--- src/rtl/measure_duration.sv ---
// Measures the clock-cycle distance between a rising start event and a stop event,
// with optional timeout, saturating duration counter and an armed/done/ack handshake.
module measure_duration #(
  parameter int unsigned CNT_WIDTH = 32,
  parameter bit          STOP_EDGE = 1'b1
) (
  input  logic                 clk,
  input  logic                 rst,
  input  logic                 arm,
  input  logic [CNT_WIDTH-1:0] timeout_cycles,
  input  logic                 abort,
  input  logic                 start_evt,
  input  logic                 stop_evt,
  input  logic                 ack,
  output logic                 busy,
  output logic                 done,
  output logic [CNT_WIDTH-1:0] duration,
  output logic                 timeout_flag,
  output logic                 ovf_flag
);

  localparam int unsigned CW1 = CNT_WIDTH + 1;
  localparam logic [CNT_WIDTH-1:0] CNT_MAX = '1;

  typedef enum logic [1:0] {
    S_IDLE     = 2'd0,
    S_ARMED    = 2'd1,
    S_COUNTING = 2'd2,
    S_DONE     = 2'd3
  } state_e;

  state_e               state_q, state_d;
  logic                 start_h_q, start_h_d;
  logic                 stop_h_q, stop_h_d;
  logic [CNT_WIDTH-1:0] timeout_q, timeout_d;
  logic [CNT_WIDTH-1:0] elapsed_q, elapsed_d;
  logic [CNT_WIDTH-1:0] duration_q, duration_d;
  logic                 timeout_flag_q, timeout_flag_d;
  logic                 ovf_q, ovf_d;
  logic                 busy_q, busy_d;
  logic                 done_q, done_d;

  logic                 start_edge;
  logic                 stop_edge;
  logic                 timeout_hit;
  logic                 dur_sat;
  logic [CNT_WIDTH-1:0] dur_inc;
  logic [CNT_WIDTH-1:0] elapsed_inc;

  // Edge detection against last cycle's sampled level; counters saturate at all-ones.
  always_comb begin
    start_edge  = start_evt & ~start_h_q;
    stop_edge   = STOP_EDGE ? (stop_evt & ~stop_h_q) : (~stop_evt & stop_h_q);
    // Extra bit keeps elapsed+1 from wrapping back onto a small timeout value.
    timeout_hit = (timeout_q != '0) &&
                  ((CW1'(elapsed_q) + CW1'(1)) == CW1'(timeout_q));
    dur_sat     = (duration_q == CNT_MAX);
    dur_inc     = dur_sat ? duration_q : duration_q + CNT_WIDTH'(1);
    elapsed_inc = (elapsed_q == CNT_MAX) ? elapsed_q : elapsed_q + CNT_WIDTH'(1);
  end

  // Next-state and datapath updates.
  always_comb begin
    state_d        = state_q;
    start_h_d      = start_evt;
    stop_h_d       = stop_evt;
    timeout_d      = timeout_q;
    elapsed_d      = elapsed_q;
    duration_d     = duration_q;
    timeout_flag_d = timeout_flag_q;
    ovf_d          = ovf_q;

    case (state_q)
      S_IDLE: begin
        if (arm) begin
          state_d        = S_ARMED;
          timeout_d      = timeout_cycles;
          elapsed_d      = '0;
          duration_d     = '0;
          timeout_flag_d = 1'b0;
          ovf_d          = 1'b0;
        end
      end
      S_ARMED: begin
        elapsed_d = elapsed_inc;
        if (timeout_hit) begin
          state_d        = S_DONE;
          timeout_flag_d = 1'b1;
        end else if (start_edge) begin
          state_d    = S_COUNTING;
          duration_d = '0;
        end
      end
      S_COUNTING: begin
        elapsed_d = elapsed_inc;
        if (stop_edge) begin
          // A stop coinciding with the timeout still counts as a clean stop.
          state_d    = S_DONE;
          duration_d = dur_inc;
          if (dur_sat) ovf_d = 1'b1;
        end else if (timeout_hit) begin
          state_d        = S_DONE;
          timeout_flag_d = 1'b1;
        end else begin
          duration_d = dur_inc;
          if (dur_sat) ovf_d = 1'b1;
        end
      end
      S_DONE: begin
        if (ack) state_d = S_IDLE;
      end
      default: state_d = S_IDLE;
    endcase

    if (abort) begin
      state_d        = S_IDLE;
      duration_d     = '0;
      timeout_flag_d = 1'b0;
      ovf_d          = 1'b0;
    end
  end

  always_comb begin
    busy_d = (state_d == S_ARMED) || (state_d == S_COUNTING);
    done_d = (state_d == S_DONE);
  end

  always_ff @(posedge clk) begin
    if (rst) begin
      state_q        <= S_IDLE;
      start_h_q      <= 1'b0;
      stop_h_q       <= 1'b0;
      timeout_q      <= '0;
      elapsed_q      <= '0;
      duration_q     <= '0;
      timeout_flag_q <= 1'b0;
      ovf_q          <= 1'b0;
      busy_q         <= 1'b0;
      done_q         <= 1'b0;
    end else begin
      state_q        <= state_d;
      start_h_q      <= start_h_d;
      stop_h_q       <= stop_h_d;
      timeout_q      <= timeout_d;
      elapsed_q      <= elapsed_d;
      duration_q     <= duration_d;
      timeout_flag_q <= timeout_flag_d;
      ovf_q          <= ovf_d;
      busy_q         <= busy_d;
      done_q         <= done_d;
    end
  end

  assign busy         = busy_q;
  assign done         = done_q;
  assign duration     = duration_q;
  assign timeout_flag = timeout_flag_q;
  assign ovf_flag     = ovf_q;

endmodule

--- config.mk ---
export PLATFORM = sky130hd
export DESIGN_NAME = measure_duration
export DESIGN_NICKNAME = d
export VERILOG_FILES = /design/src/rtl/measure_duration.sv
export SDC_FILE = /design/constraint.sdc
export NUM_CORES = 1
export LEC_CHECK = 0
export ABC_AREA = 0
export CAP_MARGIN = 40
export CORE_MARGIN = 3
export CORE_UTILIZATION = 32
export CTS_CLUSTER_DIAMETER = 100
export DETAILED_ROUTE_END_ITERATION = 16
export PLACE_DENSITY = 0.6
export SYNTH_ARGS = -nofsm -noshare
export SYNTH_HDL_FRONTEND = slang
export SYNTH_SLANG_ARGS = --single-unit
export TNS_END_PERCENT = 100
--- constraint.sdc ---
create_clock -name clk -period 3.4 [get_ports clk]
set_input_delay 0.85 -clock clk [delete_from_list [all_inputs] [get_ports clk]]
set_output_delay 0.85 -clock clk [all_outputs]
set_load 0.05 [all_outputs]
==> out/qor_table.md <==
| Quantity | This run | Unit |
|:---|:---|:---|
| Mean Syn Cell Area | 7.239 | um^2 |
| Post-synthesis share of cell area spent on xor and xnor gates | 5.369 | % |
| Cell Pwr Density | 334.2 | mW/mm^2 |
| Yosys Warn Count | 0 | - |
| Final Setup Violations | 0 | - |
| Final cell count without fillers | 1,324 | - |
| Die outline height | 154.1 | um |
| Combinational family with the most area after synthesis | simple AND/OR/NAND/NOR gates | - |
| Worst-case headroom to the max-slew limit | 49.82 | % |
| Clock transition at path regs | 0.08 | ns |
| Post-detailed-route wirelength per cell | 17.02 | um |
| Clock tree root buffer cell | sky130_fd_sc_hd__clkbuf_16 | - |
| Sequential area share after synthesis | 29.68 | % |
| Cell internal pwr | 2044 | uW |
| Final Util | 40.89 | % |
| Unrepaired setup endpoints after global routing | true | - |
| Total I/O pin count | 75 | - |
| Antenna violations before repair | 0 | - |
| Ys async rst share | 0 | % |
| Filler instances | 2,213 | - |
| Register bit count reported by yosys | 104 | - |
| Synthesized cell area | 0.007014 | mm^2 |
| Antenna fix cells | 0 | - |
| Top FF cell, synth | sky130_fd_sc_hd__dfxtp_1 | - |
| Clk buf depth | 2 | - |
| Routed via count divided by cell count | 5.627 | - |
| Transition time at the pin with the least slew margin | 0.7527 | ns |
| Effective utilization at floorplan | 32.95 | % |
| Required time of the critical path | 3.63 | ns |
| Top cell by count, worst path | sky130_fd_sc_hd__buf_4 | - |
| Area share of and/or/nand/nor cells after synthesis | 33.36 | % |
| Type of element launching the critical path | flip-flop | - |
| Layout-stage area growth over the synthesis result | 24.08 | % |
| Critical-path cell with the highest stage delay | sky130_fd_sc_hd__nor4_1 | - |
| Arrival time of the worst setup path | 3.44 | ns |
| Shortest period the worst path allows | 3.207 | ns |
| Sum of negative setup slack | 0 | ns |
| Total number of vias | 7,450 | - |
| TritonRoute pass-1 iters | 5 | - |
| CTS tree | yes | - |
| Max-cap viol count | 0 | - |
| Count of nets after finishing | 1,091 | - |
| Distinct cell type count after synthesis | 69 | - |
| Total congestion overflow after global routing | 0 | - |
| Cell count after synthesis | 969 | - |
| Maximum vdd drop | 239.1 | uV |
| Number of enable flip-flop cells after synthesis | 0 | - |
| Startpoint of the lowest-slack hold path | timeout_q[22] | - |
| Post-cts hold buffer count | 0 | - |
| Vias in the first global route | 6,680 | - |
| Most common cell after layout, fill and taps aside | sky130_fd_sc_hd__nand2_1 | - |
| Number of input and output port buffers inserted | 74 | - |
| Overall routing resource usage | 18.13 | % |
| Max stage delay on crit path | 0.37 | ns |
| Slew Viols, Final | 0 | - |
| Final routed DRC violation total | 0 | - |
| Remaining antenna violation count after routing | 0 | - |
| Rows | 53 | - |
| Net switching share of the total power | 29.71 | % |
| Leakage Power | 0.002980 | uW |
| Clk network pwr share | 38.3 | % |
| Sinks on the clock net | 104 | - |
| Total Die Area | 0.02373 | mm^2 |
| Compound-Gate Fraction of Synth Area | 22.83 | % |
| Upper clock frequency limit | 0.3118 | GHz |
| Number of placed cells counting well taps | 1,307 | - |
| Total Wirelength | 22.53 | mm |
| Period Utilization, post-route | 94.33 | % |
| Fraction of power consumed by sequential logic | 44.1 | % |
| Startpoint of the worst-slack reg-to-reg timing path | elapsed_q[0] | - |
| Crit. Startpoint | elapsed_q[0] | - |
| Mux cell area share after synthesis | 0.7492 | % |
| Global-route wire length before repair | 35.59 | mm |
| Area of the core | 0.02129 | mm^2 |
| Top fanout value on the critical path | 8 | - |
| Maximum number of pins on one net before global-route repair | 70 | - |
| Outcome | completed | - |
| Adder-cell share of the synthesized area | 1.427 | % |
| Highest-count cells in the layout ignoring fill and taps | sky130_fd_sc_hd__nand2_1 (164), sky130_fd_sc_hd__dfxtp_1 (103), sky130_fd_sc_hd__a21oi_1 (78), sky130_fd_sc_hd__clkdlybuf4s50_1 (73), sky130_fd_sc_hd__nor2_1 (66) | - |
| Crit path kind | reg -> reg | - |
| Post-detail-place hpwl | 15.63 | mm |
| Power share of the combinational group | 17.6 | % |
| Width of the die | 154.1 | um |
| Count of final hold-check violations | 0 | - |
| Instance area at placement | 0.008299 | mm^2 |
| Post-Synthesis Net Count | 1,016 | - |
| Critical Path End Type | flip-flop | - |
| First-iteration detailed-routing DRC count | 494 | - |
| Switching power | 864.1 | uW |
| Final weighted congestion of routability-driven global placement | 0.8877 | - |
| Final std cell area, no fill | 0.008703 | mm^2 |
| Crit path cell chain | ha_1 -> nand3_4 -> nor4_2 -> buf_4 -> nand4_1 -> xnor2_1 -> nor4_1 -> buf_4 -> nand4bb_1 -> buf_4 -> nor2_8 -> a21oi_1 -> nor3b_1 -> ha_1 -> nor2b_1 | - |
| Clock tree skew after final layout | 0.01152 | ns |
| Layout cells sized above 1 | 12.11 | % |
| Insertion delay of the later-clocked pin in the worst-skew pair | 0.37 | ns |
| H-tree levels | 3 | - |
| Setup slack, reg-to-reg | 0.19 | ns |
| Path type of the worst min-delay path | reg -> reg | - |
| Number of buffers created by CTS | 9 | - |
==> layer usage <==
layer,vias up,wire length [um],track usage (%)
met2,232,10850,30.95
met5,-,0,0
met3,31,1153,2.561
met4,0,484,5.383
li1,3663,-,-
met1,3524,10050,23.78
==> cell families after synthesis <==
logic type / count (synthesis)
AO/OA/AOI/OAI: 244
XOR/XNOR: 43
adder cells (fa/ha/maj): 8
buffers and inverters: 101
flip-flops: 104
multiplexers: 5
AND/OR/NAND/NOR: 464
==> final timing paths <==
| kind | end | cells after the start |
|---|---|---|
| setup / recovery | busy | 15 |
| hold / removal | timeout_q[22] | 2 |
| setup reg to reg | busy | 15 |
| hold reg to reg | timeout_q[22] | 2 |
==> power groups by stage <==
stage          Combinational [uW]  Clock [uW]  Sequential [uW]
2_1_floorplan                 337           0             1300
3_3_place_gp                  505           0             1310
3_5_place_dp                  510           0             1310
4_1_cts                       511        1150             1280
5_1_grt                       563        1190             1290
6_report                      513        1110             1280
==> stage by stage <==
stage                     hold WS, ns  power (uW)  worst slack, ns
final                          0.4847        2909           0.1926
after global routing           0.5177        3037        -0.005862
after CTS                      0.4880        2940          0.03650
after detailed placement       0.4755        1821          0.05829
after global placement         0.4717        1815          0.07151
after floorplan                0.4607        1640         0.009982
==> cell usage after synthesis, drive strengths merged, types with 13 or more instances <==
master	n	area (um^2)
dfxtp	104	2082
nor4	21	161.4
nand4	32	206.5
nor2	70	286.5
xnor2	30	262.8
nand2	164	615.6
o2111ai	23	219.0
o21ai	67	335.3
buf	22	162.6
a21oi	78	390.4
xor2	13	113.9
nor2b	14	87.58
or3	26	162.7
nand3	49	250.2
o22ai	13	81.33
nor3	38	195.2
clkbuf	58	220.2
inv	20	75.07
==> critical path, delay by kind of cell, from the launching register on <==
| family | cells | cell delay [ns] |
|---|---|---|
| DFF | 1 | 0.34 |
| buffers and inverters | 3 | 0.54 |
| xor gates and xnor gates | 1 | 0.19 |
| adders and majority gates | 2 | 0.46 |
| and+or+nand+nor | 8 | 1.44 |
| AOI/OAI and AO/OA | 1 | 0.09 |
==> final cells by class <==
class | instances | area (um^2) | area share, %
Clock buffer | 9 | 225.2 | 2.588
Clock inverter | 7 | 85.08 | 0.9776
Inverter | 21 | 78.83 | 0.9057
Multi-Input combinational cell | 764 | 4563 | 52.43
Sequential cell | 104 | 2083 | 23.94
Tap cell | 275 | 344.1 | 3.953
Timing Repair Buffer | 144 | 1324 | 15.21
==> registers in the layout, indices dropped and copies added (netlist names) <==
| signal | count |
|---|---|
| busy | 1 |
| done | 1 |
| duration | 32 |
| elapsed_q | 32 |
| ovf_flag | 1 |
| start_h_q | 1 |
| state_q | 2 |
| stop_h_q | 1 |
| timeout_flag | 1 |
| timeout_q | 32 |
==> repair_timing <==
item	4_1_cts	5_1_grt
buffers inserted	0	1
gates resized for setup	0	16
setup endpoints to repair	0	34
(Power assumes the default switching activity.)
